$ cat config.mk
export PLATFORM = sky130hd
export DESIGN_NAME = dcache_store_port
export DESIGN_NICKNAME = d
export VERILOG_FILES = /design/src/rtl/dcache_store_port.sv
export SDC_FILE = /design/constraint.sdc
export NUM_CORES = 2
export LEC_CHECK = 0
export CAP_MARGIN = 20
export CORE_MARGIN = 2
export CORE_UTILIZATION = 62
export DETAILED_ROUTE_END_ITERATION = 16
export PLACE_DENSITY = 0.86
export SETUP_SLACK_MARGIN = 0.02
export SYNTH_ARGS = -nofsm -noshare
export SYNTH_HDL_FRONTEND = slang
export SYNTH_SLANG_ARGS = --single-unit
$ cat constraint.sdc
create_clock -name clk -period 68.3 [get_ports clk]
set_clock_uncertainty 0.1 [all_clocks]
set_input_delay 20.49 -clock clk [delete_from_list [all_inputs] [get_ports clk]]
set_output_delay 20.49 -clock clk [all_outputs]
set_load 0.01 [all_outputs]
$ cat src/rtl/dcache_store_port.sv
// Store-commit side of a small direct-mapped, write-back, write-allocate data cache.
// Committed stores are merged into the line array. Misses evict dirty victims and refill
// the line over a 128-bit memory handshake. A combinational load-lookup port reads the array.
module dcache_store_port #(
    parameter int NUM_LINES = 4,
    parameter int LINE_BITS = 128
) (
    input  logic                 clk,
    input  logic                 reset,
    input  logic                 in_write_to_cache,
    input  logic [31:0]          in_addr,
    input  logic [31:0]          in_data,
    input  logic [2:0]           in_funct3,
    input  logic                 in_load_req,
    input  logic [31:0]          in_load_addr,
    output logic                 out_load_hit,
    output logic [31:0]          out_load_data,
    output logic                 out_busy,
    output logic                 out_done,
    output logic                 out_misaligned,
    output logic                 out_mem_req,
    output logic                 out_mem_we,
    output logic [31:0]          out_mem_addr,
    output logic [LINE_BITS-1:0] out_mem_wdata,
    input  logic                 in_mem_ready,
    input  logic [LINE_BITS-1:0] in_mem_rdata
);

    localparam int IDX_BITS = $clog2(NUM_LINES);
    localparam int TAG_BITS = 32 - IDX_BITS - 4;

    localparam logic [2:0] ST_IDLE      = 3'd0;
    localparam logic [2:0] ST_LOOKUP    = 3'd1;
    localparam logic [2:0] ST_WRITEBACK = 3'd2;
    localparam logic [2:0] ST_REFILL    = 3'd3;
    localparam logic [2:0] ST_WRITE     = 3'd4;

    logic [2:0]           state_q, state_d;
    logic [31:0]          addr_q, addr_d;
    logic [31:0]          data_q, data_d;
    logic [2:0]           funct3_q, funct3_d;
    logic                 drop_q, drop_d;
    logic [NUM_LINES-1:0] valid_q, valid_d;
    logic [NUM_LINES-1:0] dirty_q, dirty_d;
    logic [TAG_BITS-1:0]  tag_q [NUM_LINES];
    logic [TAG_BITS-1:0]  tag_d [NUM_LINES];
    logic [LINE_BITS-1:0] line_q [NUM_LINES];
    logic [LINE_BITS-1:0] line_d [NUM_LINES];

    logic [IDX_BITS-1:0]  cur_idx;
    logic [TAG_BITS-1:0]  cur_tag;
    logic                 cur_hit;
    logic                 bad_store;
    logic [LINE_BITS-1:0] wr_pattern;
    logic [LINE_BITS-1:0] wr_mask;
    logic [LINE_BITS-1:0] merged_line;

    logic [IDX_BITS-1:0]  load_idx;
    logic [TAG_BITS-1:0]  load_tag;
    logic                 unused_load_lsbs;

    assign cur_idx = addr_q[IDX_BITS+3:4];
    assign cur_tag = addr_q[31:IDX_BITS+4];
    assign cur_hit = valid_q[cur_idx] && (tag_q[cur_idx] == cur_tag);

    // Classify the captured store: unknown sizes and unaligned halves/words are dropped.
    always_comb begin
        bad_store = 1'b0;
        case (funct3_q)
            3'b000:  bad_store = 1'b0;
            3'b001:  bad_store = addr_q[0];
            3'b010:  bad_store = (addr_q[1:0] != 2'b00);
            default: bad_store = 1'b1;
        endcase
    end

    // Build the byte mask and replicated data so the store lands at its byte offset.
    always_comb begin
        logic [3:0] kb;
        kb         = 4'd0;
        wr_pattern = '0;
        wr_mask    = '0;
        case (funct3_q)
            3'b000:  wr_pattern = {16{data_q[7:0]}};
            3'b001:  wr_pattern = {8{data_q[15:0]}};
            3'b010:  wr_pattern = {4{data_q}};
            default: wr_pattern = '0;
        endcase
        for (int k = 0; k < 16; k++) begin
            kb = 4'(k);
            case (funct3_q)
                3'b000:  wr_mask[8*k +: 8] = (kb == addr_q[3:0]) ? 8'hFF : 8'h00;
                3'b001:  wr_mask[8*k +: 8] = (kb[3:1] == addr_q[3:1]) ? 8'hFF : 8'h00;
                3'b010:  wr_mask[8*k +: 8] = (kb[3:2] == addr_q[3:2]) ? 8'hFF : 8'h00;
                default: wr_mask[8*k +: 8] = 8'h00;
            endcase
        end
        merged_line = (line_q[cur_idx] & ~wr_mask) | (wr_pattern & wr_mask);
    end

    // Next-state logic for the store FSM and the line array.
    always_comb begin
        state_d  = state_q;
        addr_d   = addr_q;
        data_d   = data_q;
        funct3_d = funct3_q;
        drop_d   = drop_q;
        valid_d  = valid_q;
        dirty_d  = dirty_q;
        tag_d    = tag_q;
        line_d   = line_q;
        case (state_q)
            ST_IDLE: begin
                if (in_write_to_cache) begin
                    addr_d   = in_addr;
                    data_d   = in_data;
                    funct3_d = in_funct3;
                    drop_d   = 1'b0;
                    state_d  = ST_LOOKUP;
                end
            end
            ST_LOOKUP: begin
                drop_d = bad_store;
                if (bad_store || cur_hit) begin
                    state_d = ST_WRITE;
                end else if (valid_q[cur_idx] && dirty_q[cur_idx]) begin
                    state_d = ST_WRITEBACK;
                end else begin
                    state_d = ST_REFILL;
                end
            end
            ST_WRITEBACK: begin
                if (in_mem_ready) begin
                    state_d = ST_REFILL;
                end
            end
            ST_REFILL: begin
                if (in_mem_ready) begin
                    line_d[cur_idx]  = in_mem_rdata;
                    tag_d[cur_idx]   = cur_tag;
                    valid_d[cur_idx] = 1'b1;
                    dirty_d[cur_idx] = 1'b0;
                    state_d          = ST_WRITE;
                end
            end
            ST_WRITE: begin
                if (!drop_q) begin
                    line_d[cur_idx]  = merged_line;
                    dirty_d[cur_idx] = 1'b1;
                end
                state_d = ST_IDLE;
            end
            default: state_d = ST_IDLE;
        endcase
    end

    // State and array registers; reset abandons any transaction and invalidates every line.
    always_ff @(posedge clk or posedge reset) begin
        if (reset) begin
            state_q  <= ST_IDLE;
            addr_q   <= '0;
            data_q   <= '0;
            funct3_q <= '0;
            drop_q   <= 1'b0;
            valid_q  <= '0;
            dirty_q  <= '0;
            for (int i = 0; i < NUM_LINES; i++) begin
                tag_q[i]  <= '0;
                line_q[i] <= '0;
            end
        end else begin
            state_q  <= state_d;
            addr_q   <= addr_d;
            data_q   <= data_d;
            funct3_q <= funct3_d;
            drop_q   <= drop_d;
            valid_q  <= valid_d;
            dirty_q  <= dirty_d;
            tag_q    <= tag_d;
            line_q   <= line_d;
        end
    end

    // Handshake and memory outputs decode straight from the state and captured store.
    always_comb begin
        out_busy       = (state_q != ST_IDLE);
        out_done       = (state_q == ST_WRITE);
        out_misaligned = (state_q == ST_WRITE) && drop_q;
        out_mem_req    = 1'b0;
        out_mem_we     = 1'b0;
        out_mem_addr   = '0;
        out_mem_wdata  = '0;
        if (state_q == ST_WRITEBACK) begin
            out_mem_req   = 1'b1;
            out_mem_we    = 1'b1;
            out_mem_addr  = {tag_q[cur_idx], cur_idx, 4'b0000};
            out_mem_wdata = line_q[cur_idx];
        end else if (state_q == ST_REFILL) begin
            out_mem_req  = 1'b1;
            out_mem_addr = {addr_q[31:4], 4'b0000};
        end
    end

    assign load_idx         = in_load_addr[IDX_BITS+3:4];
    assign load_tag         = in_load_addr[31:IDX_BITS+4];
    assign unused_load_lsbs = ^in_load_addr[1:0];

    // Load lookup sees the array as it stands before this cycle's update edge.
    always_comb begin
        out_load_hit  = in_load_req && valid_q[load_idx] && (tag_q[load_idx] == load_tag);
        out_load_data = '0;
        if (out_load_hit) begin
            out_load_data = line_q[load_idx][{in_load_addr[3:2], 5'b00000} +: 32];
        end
    end

endmodule

Yosys cells after proc, flatten, opt, wreduce, memory -nomap -nowiden
Index checks and enable logic that the tools add are counted.
{"block": "totals", "register_bits": 695, "out_inout_bits": 198, "word_cells": 185}
{"block": "op_classes", "magnitude_cmp": 6, "eq_ne": 37, "shift": 1, "n_mux": 94, "n_bitwise": 10, "n_reduce_logical": 22}
{"operator": "$bwmux W512", "count": 2}
{"operator": "$mux W512", "count": 2}
{"operator": "$pmux W512 S2", "count": 1}
{"operator": "$mux W128", "count": 6}
{"operator": "$bmux W128 S2", "count": 2}
{"operator": "$pmux W128 S3", "count": 1}
{"operator": "$pmux W8 S3", "count": 16}
{"operator": "$and A128 B128 Y128", "count": 2}
{"operator": "$demux W128 S2", "count": 1}
{"operator": "$mux W8", "count": 28}
{"operator": "$mux W26", "count": 5}
{"operator": "$not A128 Y128", "count": 1}
{"operator": "$or A128 B128 Y128", "count": 1}
{"operator": "$shiftx A128 B8 Y32", "count": 1}
{"operator": "$bmux W26 S2", "count": 2}
{"operator": "$bwmux W104", "count": 1}
{"operator": "$mux W32", "count": 3}
{"operator": "$demux W26 S2", "count": 1}
{"operator": "$eq A26 B26 Y1", "count": 2}
{"operator": "$eq A4 B4 Y1 const A", "count": 8}
{"operator": "$eq A3 B4 Y1 const A", "count": 4}
{"operator": "$eq A3 B3 Y1 const A", "count": 4}
{"operator": "$mux W3", "count": 4}
{"operator": "$pmux W3 S4", "count": 1}
{"operator": "34 further kinds", "count": 71}

Longest topological paths before layout
{"block": "depth", "ltp_word": 9, "depth_mapped": 10, "ltp_nobuf": 7}

Worst setup path before layout
No wires, ideal clock.
{"block": "synth_path", "kind": "input to output", "start": "in in_load_addr[4]", "end": "out out_load_data[22]", "t_arrival_ps": 22645, "path_slack_ps": 25065, "path_stages": 8, "path_cell_list": "buf_2 -> buf_2 -> mux4_2 -> xnor2_1 -> nand4_1 -> nor3_1 -> clkbuf_1 -> and3_1"}
{"block": "synth_between", "elab_chain_cells": 7, "elab_cells_between_ends": 14, "classes_between": "1 x eq/ne; 1 x shift; 9 x mux; 1 x bitwise; 2 x reduce/logical"}
{"item": "from (decl)", "line_no": "15", "rtl": "input logic [31:0] in_load_addr,"}
{"item": "branches (longest 6 deep; another with $bmux W128 S2)"}
{"item": "$mux W32 (*)", "line_no": "212", "rtl": "if (out_load_hit) begin"}
{"item": "to (decl)", "line_no": "17", "rtl": "output logic [31:0] out_load_data,"}
Mark *: on every way between the ends. The select of a mux whose other input is x is not followed.

Final worst setup path
{"block": "layout_path", "start": "in in_load_addr[4]", "end": "out out_load_data[15]"}
Same word-level chain as after synthesis.

==> impl_metrics.tcl <==
set metrics [dict create \
    finalHoldViolations 0 \
    synthFlopType "dfrtp_1" \
    grt_usage 0.3809 \
    ant_nets 0 \
    start_util 0.6245 \
    die_h_microns 255.6 \
    hpwl_microns 77390 \
    placed_area_sq_um 43940 \
    synth_seq_cells 695 \
    leakage_uw 0.02001 \
    regToRegSetupSlack_ps 63370 \
    drv_cap 0 \
    wl_per_cell_microns 30.20 \
    clk_latency_ps 610 \
    ff2ff_path_depth 8 \
    design.die.area_sq_um 65340 \
    antenna_found_initial 20 \
    synth_async_sr_flop_share 1.000 \
    status "finished clean" \
    worst_pin_slew_ps 1097 \
    ctsHoldBuffers 0 \
    clk_pin_slew_ps 60 \
    numPortBuffers 423 \
    holdPathStages 1 \
    via_count 28950 \
    dr.pass1.iters 7 \
    grt_pass1_vias 30560 \
    critPathKind "input port to primary output" \
    relSlewSlack 0.2688 \
    nets 3433 \
    clkSinkCount 695 \
    endpoint_kind "primary output" \
    fmax_ghz 0.02180 \
    synthesis.area_sq_um 39250 \
    startpoint "in_load_addr[4]" \
    fin_crit_sh 0.6715 \
    slew_viol_final 0 \
    finalSetupViolCount 0 \
    cp_max_fo 69 \
    timing.rr.start "state_q[2]" \
    drc_errors 0 \
    hp-start "valid_q[2]" \
    syn2layout_area_growth_pct 18.27 \
    start_kind "input port" \
    drive_gt1_frac 0.3608 \
    power_density_nw_per_um2 46.30 \
    synthCells 2911 \
    via_per_inst 7.031 \
    tns_ps 0 \
    pin_count 430 \
    postCtsSetupRepairBufs 0 \
    grt_setup_unrepaired "false" \
    overflow 0 \
    peakVddDrop_uv 28.71 \
    wirelength_microns 124300 \
    synth_edf_count 0 \
    clockBufferDepth 3 \
    finalCriticalPeriod_ps 45870 \
    gp_congestion 0.8917 \
    drt_iter0_markers 3322 \
    rows 92 \
    yosysUniqueCellTypes 51 \
    grt_pass1_wl_microns 190100 \
    hp-class "flip-flop to flip-flop" \
    holdPathEnd "valid_q[2]" \
    final_area_sq_um 46420 \
    yosys_warnings 0 \
    htree_levels 3 \
    seq_area_frac_synth 0.4431 \
    grt_max_degree 188 \
    crit_arrival_ps 25280 \
    core_area_sq_um 62850 \
    syn_avg_cell_area_sq_um 13.48 \
    cts_buffers 75 \
    cts_resized 0 \
    die_x_microns 255.6 \
    cts-root-buf "clkbuf_16" \
    r2r_end "line_q[322]" \
    cp_data_required_time_ps 47710 \
    cts_tree "yes" \
]
synth_stat cells (all sizes together), types with 4 or more instances:
| cell | number | area, sq um |
|---|---|---|
| a21oi | 217 | 1086 |
| a2bb2oi | 17 | 148.9 |
| and2 | 10 | 62.56 |
| and3 | 166 | 1039 |
| buf | 89 | 450.4 |
| clkbuf | 167 | 628.1 |
| dfrtp | 695 | 17390 |
| inv | 13 | 48.79 |
| mux2 | 679 | 7646 |
| mux2i | 110 | 1101 |
| mux4 | 335 | 7545 |
| nand2 | 72 | 270.3 |
| nand4 | 9 | 56.30 |
| nor2 | 177 | 664.4 |
| nor2b | 13 | 81.33 |
| nor3 | 38 | 205.2 |
| nor4 | 4 | 31.28 |
| o21a | 4 | 30.03 |
| o21ai | 13 | 65.06 |
| or2 | 4 | 25.02 |
| xnor2 | 27 | 236.5 |
| xor2 | 20 | 175.2 |
worst max-delay path, stage by stage:
cell and delay, ps:
clkbuf_8 610, buf_4 880, mux4_2 620, xnor2_1 360
nand4_1 230, nor4_4 300, buf_4 640, and3_1 380
clkdlybuf4s50_1 580
power breakdown:
group	total (uW)	switching, uW	internal [uW]
logic	965	461	504
registers	774	174	600
clock network	411	172	239
area by class of cell:
type,count,area (sq um)
clock buffers,108,2193
clock inverters,27,257.7
well taps,846,1059
multi-input cells,1950,20820
flip-flops and latches,695,17400
inverters,13,61.31
repair buffers,466,4604
fillers,3846,16430
diodes,12,30.03
cells by family after synthesis:
kind of cell / share of synthesized area
AO/OA/AOI/OAI: 0.03854
XOR/XNOR: 0.01049
buffers and inverters: 0.02872
flip-flops: 0.4431
multiplexers: 0.4151
other: 0.00009554
AND/OR/NAND/NOR: 0.06401
registers in the layout, summed over array words and instances (netlist names), named ones only:
name	cells
line_q	512
tag_q	104
addr_q	32
data_q	32
valid_q	4
funct3_q	3
state_q	3
drop_q	1
layout by cell type (no fill, tap or decap), drive strengths merged, types with 4 or more instances in the layout:
master / instances
diode: 12
o21ai: 13
and2: 10
nor2b: 13
mux2i: 110
clkdlybuf4s50: 419
inv: 16
dfrtp: 695
nor3: 38
bufinv: 4
o21a: 4
mux2: 679
and3: 166
clkbuf: 110
nand2: 72
buf: 45
xor2: 20
nor2: 177
or2: 4
mux4: 335
nor4: 4
a21oi: 217
nand4: 9
conb: 4
xnor2: 27
a2bb2oi: 17
clkinv: 17
metal layers:
layer  track usage  wire length (microns)  vias up
met4        0.2081                   7058       20
li1              -                      -    11640
met5             0                    127        -
met3        0.1003                  13240      435
met1        0.5008                  45250    14980
met2        0.5849                  58670     1870
stage by stage:
stage,hold WS (ps),util,std cells,worst slack [ps],power (uW)
6_report,399.2,0.7386,4117,22430,2149
5_1_grt,407.2,0.7383,4109,22300,2240
4_1_cts,393.6,0.7381,4105,22570,2132
3_5_place_dp,376.4,0.6991,3970,22600,1709
3_3_place_gp,360.7,0.6991,3970,22580,1643
2_1_floorplan,345.2,-,2914,25060,1410
worst max-delay path by stage:
stage | to | slack (ps)
2_1_floorplan | out_load_data[22] | 25060
4_1_cts | out_load_data[15] | 22570
3_5_place_dp | out_load_data[15] | 22600
5_1_grt | out_load_data[18] | 22300
6_report | out_load_data[15] | 22430
3_3_place_gp | out_load_data[15] | 22580
Note: power is estimated with default switching activity, not from simulation.
==> RTL edit: new RTL, config.mk and constraints unchanged <==
The parameter `NUM_LINES` goes from 4 to 2.
--- a/src/rtl/dcache_store_port.sv
+++ b/src/rtl/dcache_store_port.sv
@@ -2,7 +2,7 @@
 // Committed stores are merged into the line array. Misses evict dirty victims and refill
 // the line over a 128-bit memory handshake. A combinational load-lookup port reads the array.
 module dcache_store_port #(
-    parameter int NUM_LINES = 4,
+    parameter int NUM_LINES = 2,
     parameter int LINE_BITS = 128
 ) (
     input  logic                 clk,
Behaviour: same outputs for any inputs over 4 cycles, from zero or initial values and one cycle with reset high; that may be too few to reach the edited logic, so the function may still have changed.
==> RTL edit against the original RTL <==
Clock power down 45%; worst setup slack better by 0.68 ns; hold slack better by 0.00050 ns; design area shrank 39%; sequential power decreased by 42%; via count decreased by 28%; final cell count shrank 23%; die area shrank 41%; synthesized cell count is 18% lower; sequential cell count decreased by 310; area after synthesis decreased by 42%; total power fell by 39%; routed wire length shrank 40%.
==> RTL edit: results (changes against the original RTL) <==
* Outcome: complete, no violations
* R2R Setup Slk at 64.27 ns (+0.90 ns)
* Syn Inst Count at 2385 (-18%)
* Initial antenna violation count at 21 (+5.0%)
* Place WS at 23.32 ns (+0.722 ns)
* Leak Pwr at 11.7 nW (-42%)
* Dpl cells at 3091 (-22%)
* RR Endpoint: state_q[0]
* Detail Placement HPWL at 49.1 mm (-36%)
* Drt pass-1 iters at 6 (-1)
* Switching part of the total at 43.2% (+5.6 points)
* Mapped cell area at 0.0229 mm^2 (-42%)
* Tightest Pin Transition at 1.13 ns (+0.0307 ns)
* Synth top cells by count: dfrtp_1, nor2_1, a21oi_1, mux2i_1, nand2_1
* Worst EP arrival at 24.59 ns (-0.69 ns)
* Synth top area cells: dfrtp_1, mux2i_1, mux4_2
* DR WL/cell at 23.6 um (-22%)
* Total CTS buffers at 42 (-44%)
* Initial DRC count at 2222 (-33%)
* Max Fclk at 22.1 MHz (+1.5%)
* Via count at 20900 (-28%)
* Layout cell share with drive strength beyond 1 at 11.8% (-24 points)
* Cell variety after synth at 49 (-3.9%)
* Crit path max fanout at 48 (-30%)
* Final net count at 2906 (-15%)
* Worst vdd ir at 0.0274 mV (-4.5%)
* GRT Util Overall at 38.4% (+0.34 points)
* Post-Route WL at 75.1 mm (-40%)
* Placer Congestion at 0.896 (+0.48%)
* Worst setup path end: out_load_data[27]
* First-pass GRT wire length at 116 mm (-39%)
* Hold_sp: line_q[104]
* Largest regs: line_q x256, tag_q x54
* # fillers at 2325 (-40%)
* Largest net degree at the start of global routing at 181 (-3.7%)
* Post-CTS setup buffer count at 0 (unchanged)
* Cell count of the worst reg-to-reg path at 7 (-1)
* Ys async rst share at 100% (unchanged)
* R2R Path Start: addr_q[4]
* Clock Latency Late Sink at 0.57 ns (-0.04 ns)
* Largest stage delay on the critical path at 0.78 ns (-0.10 ns)
* # H-tree levels at 2 (-1)
* Seq/Total Area, Yosys at 42.2% (-2.2 points)
## RTL edit: changes by cell type after synthesis, sizes merged, moves of 104 or more
cell,delta
o21ai,+113
nor2,+183
mux2i,+104
a211oi,+125
mux2,-560
mux4,-271
dfrtp,-310
and3,-164
## RTL edit: logic make-up after synthesis
group / share of synthesized area (%)
AO/OA/AOI/OAI: 15.4
XOR/XNOR: 2.15
buffers and inverters: 4.58
flip-flops: 42.2
multiplexers: 21.6
other: 0.0164
AND/OR/NAND/NOR: 14.1
## RTL edit: power groups by stage
stage	sequential (W)	combinational (W)	clock, W
finish	0.000452	0.000638	0.000225
global route	0.000464	0.000687	0.000235
CTS	0.000453	0.000615	0.000225
detailed placement	0.000455	0.000609	0
global placement	0.000444	0.000586	0
floorplan	0.000404	0.000461	0
## RTL edit: area by class of cell
| class | count | area, um^2 | share of cell area, % |
|---|---|---|---|
| clock buffer | 64 | 1250 | 4.40 |
| sequential | 385 | 9640 | 33.8 |
| tap | 468 | 586 | 2.05 |
| timing repair buffer | 459 | 4600 | 16.2 |
| antenna | 13 | 32.5 | 0.114 |
| multi-input combinational | 1777 | 12200 | 43.0 |
| inverter | 9 | 41.3 | 0.145 |
| clock inverter | 10 | 97.6 | 0.342 |
## RTL edit: worst max-delay path, delay by kind of cell
kind,cells,cell delay (ns)
buffers and inverters,4,2.38
AND/OR/NAND/NOR,4,1.13
XOR/XNOR,1,0.18
multiplexers,1,0.30
## RTL edit: routing by layer
metal  vias up  global-route usage, %  share of wire [%]
li1       9127                      -                  -
met1     10100                   49.8                 38
met2      1311                   60.8                 47
met3       274                   9.04                 10
met4        16                   19.8                5.1
met5         -                      0               0.16
## RTL edit: worst min path at each step
stage	endpoint	slack (ns)	cells after the start
floorplan	line_q[192]	0.37	2
global placement	line_q[122]	0.38	2
detailed placement	line_q[12]	0.39	2
CTS	line_q[12]	0.40	2
global route	data_q[17]	0.43	1
finish	line_q[104]	0.40	2
## RTL edit: stage by stage
stage | cell area, um^2 | util (%)
floorplan | 22900 | -
global placement | 26900 | 74.0
detailed placement | 27000 | 74.0
CTS | 28300 | 77.7
global route | 28500 | 78.2
finish | 28500 | 78.2
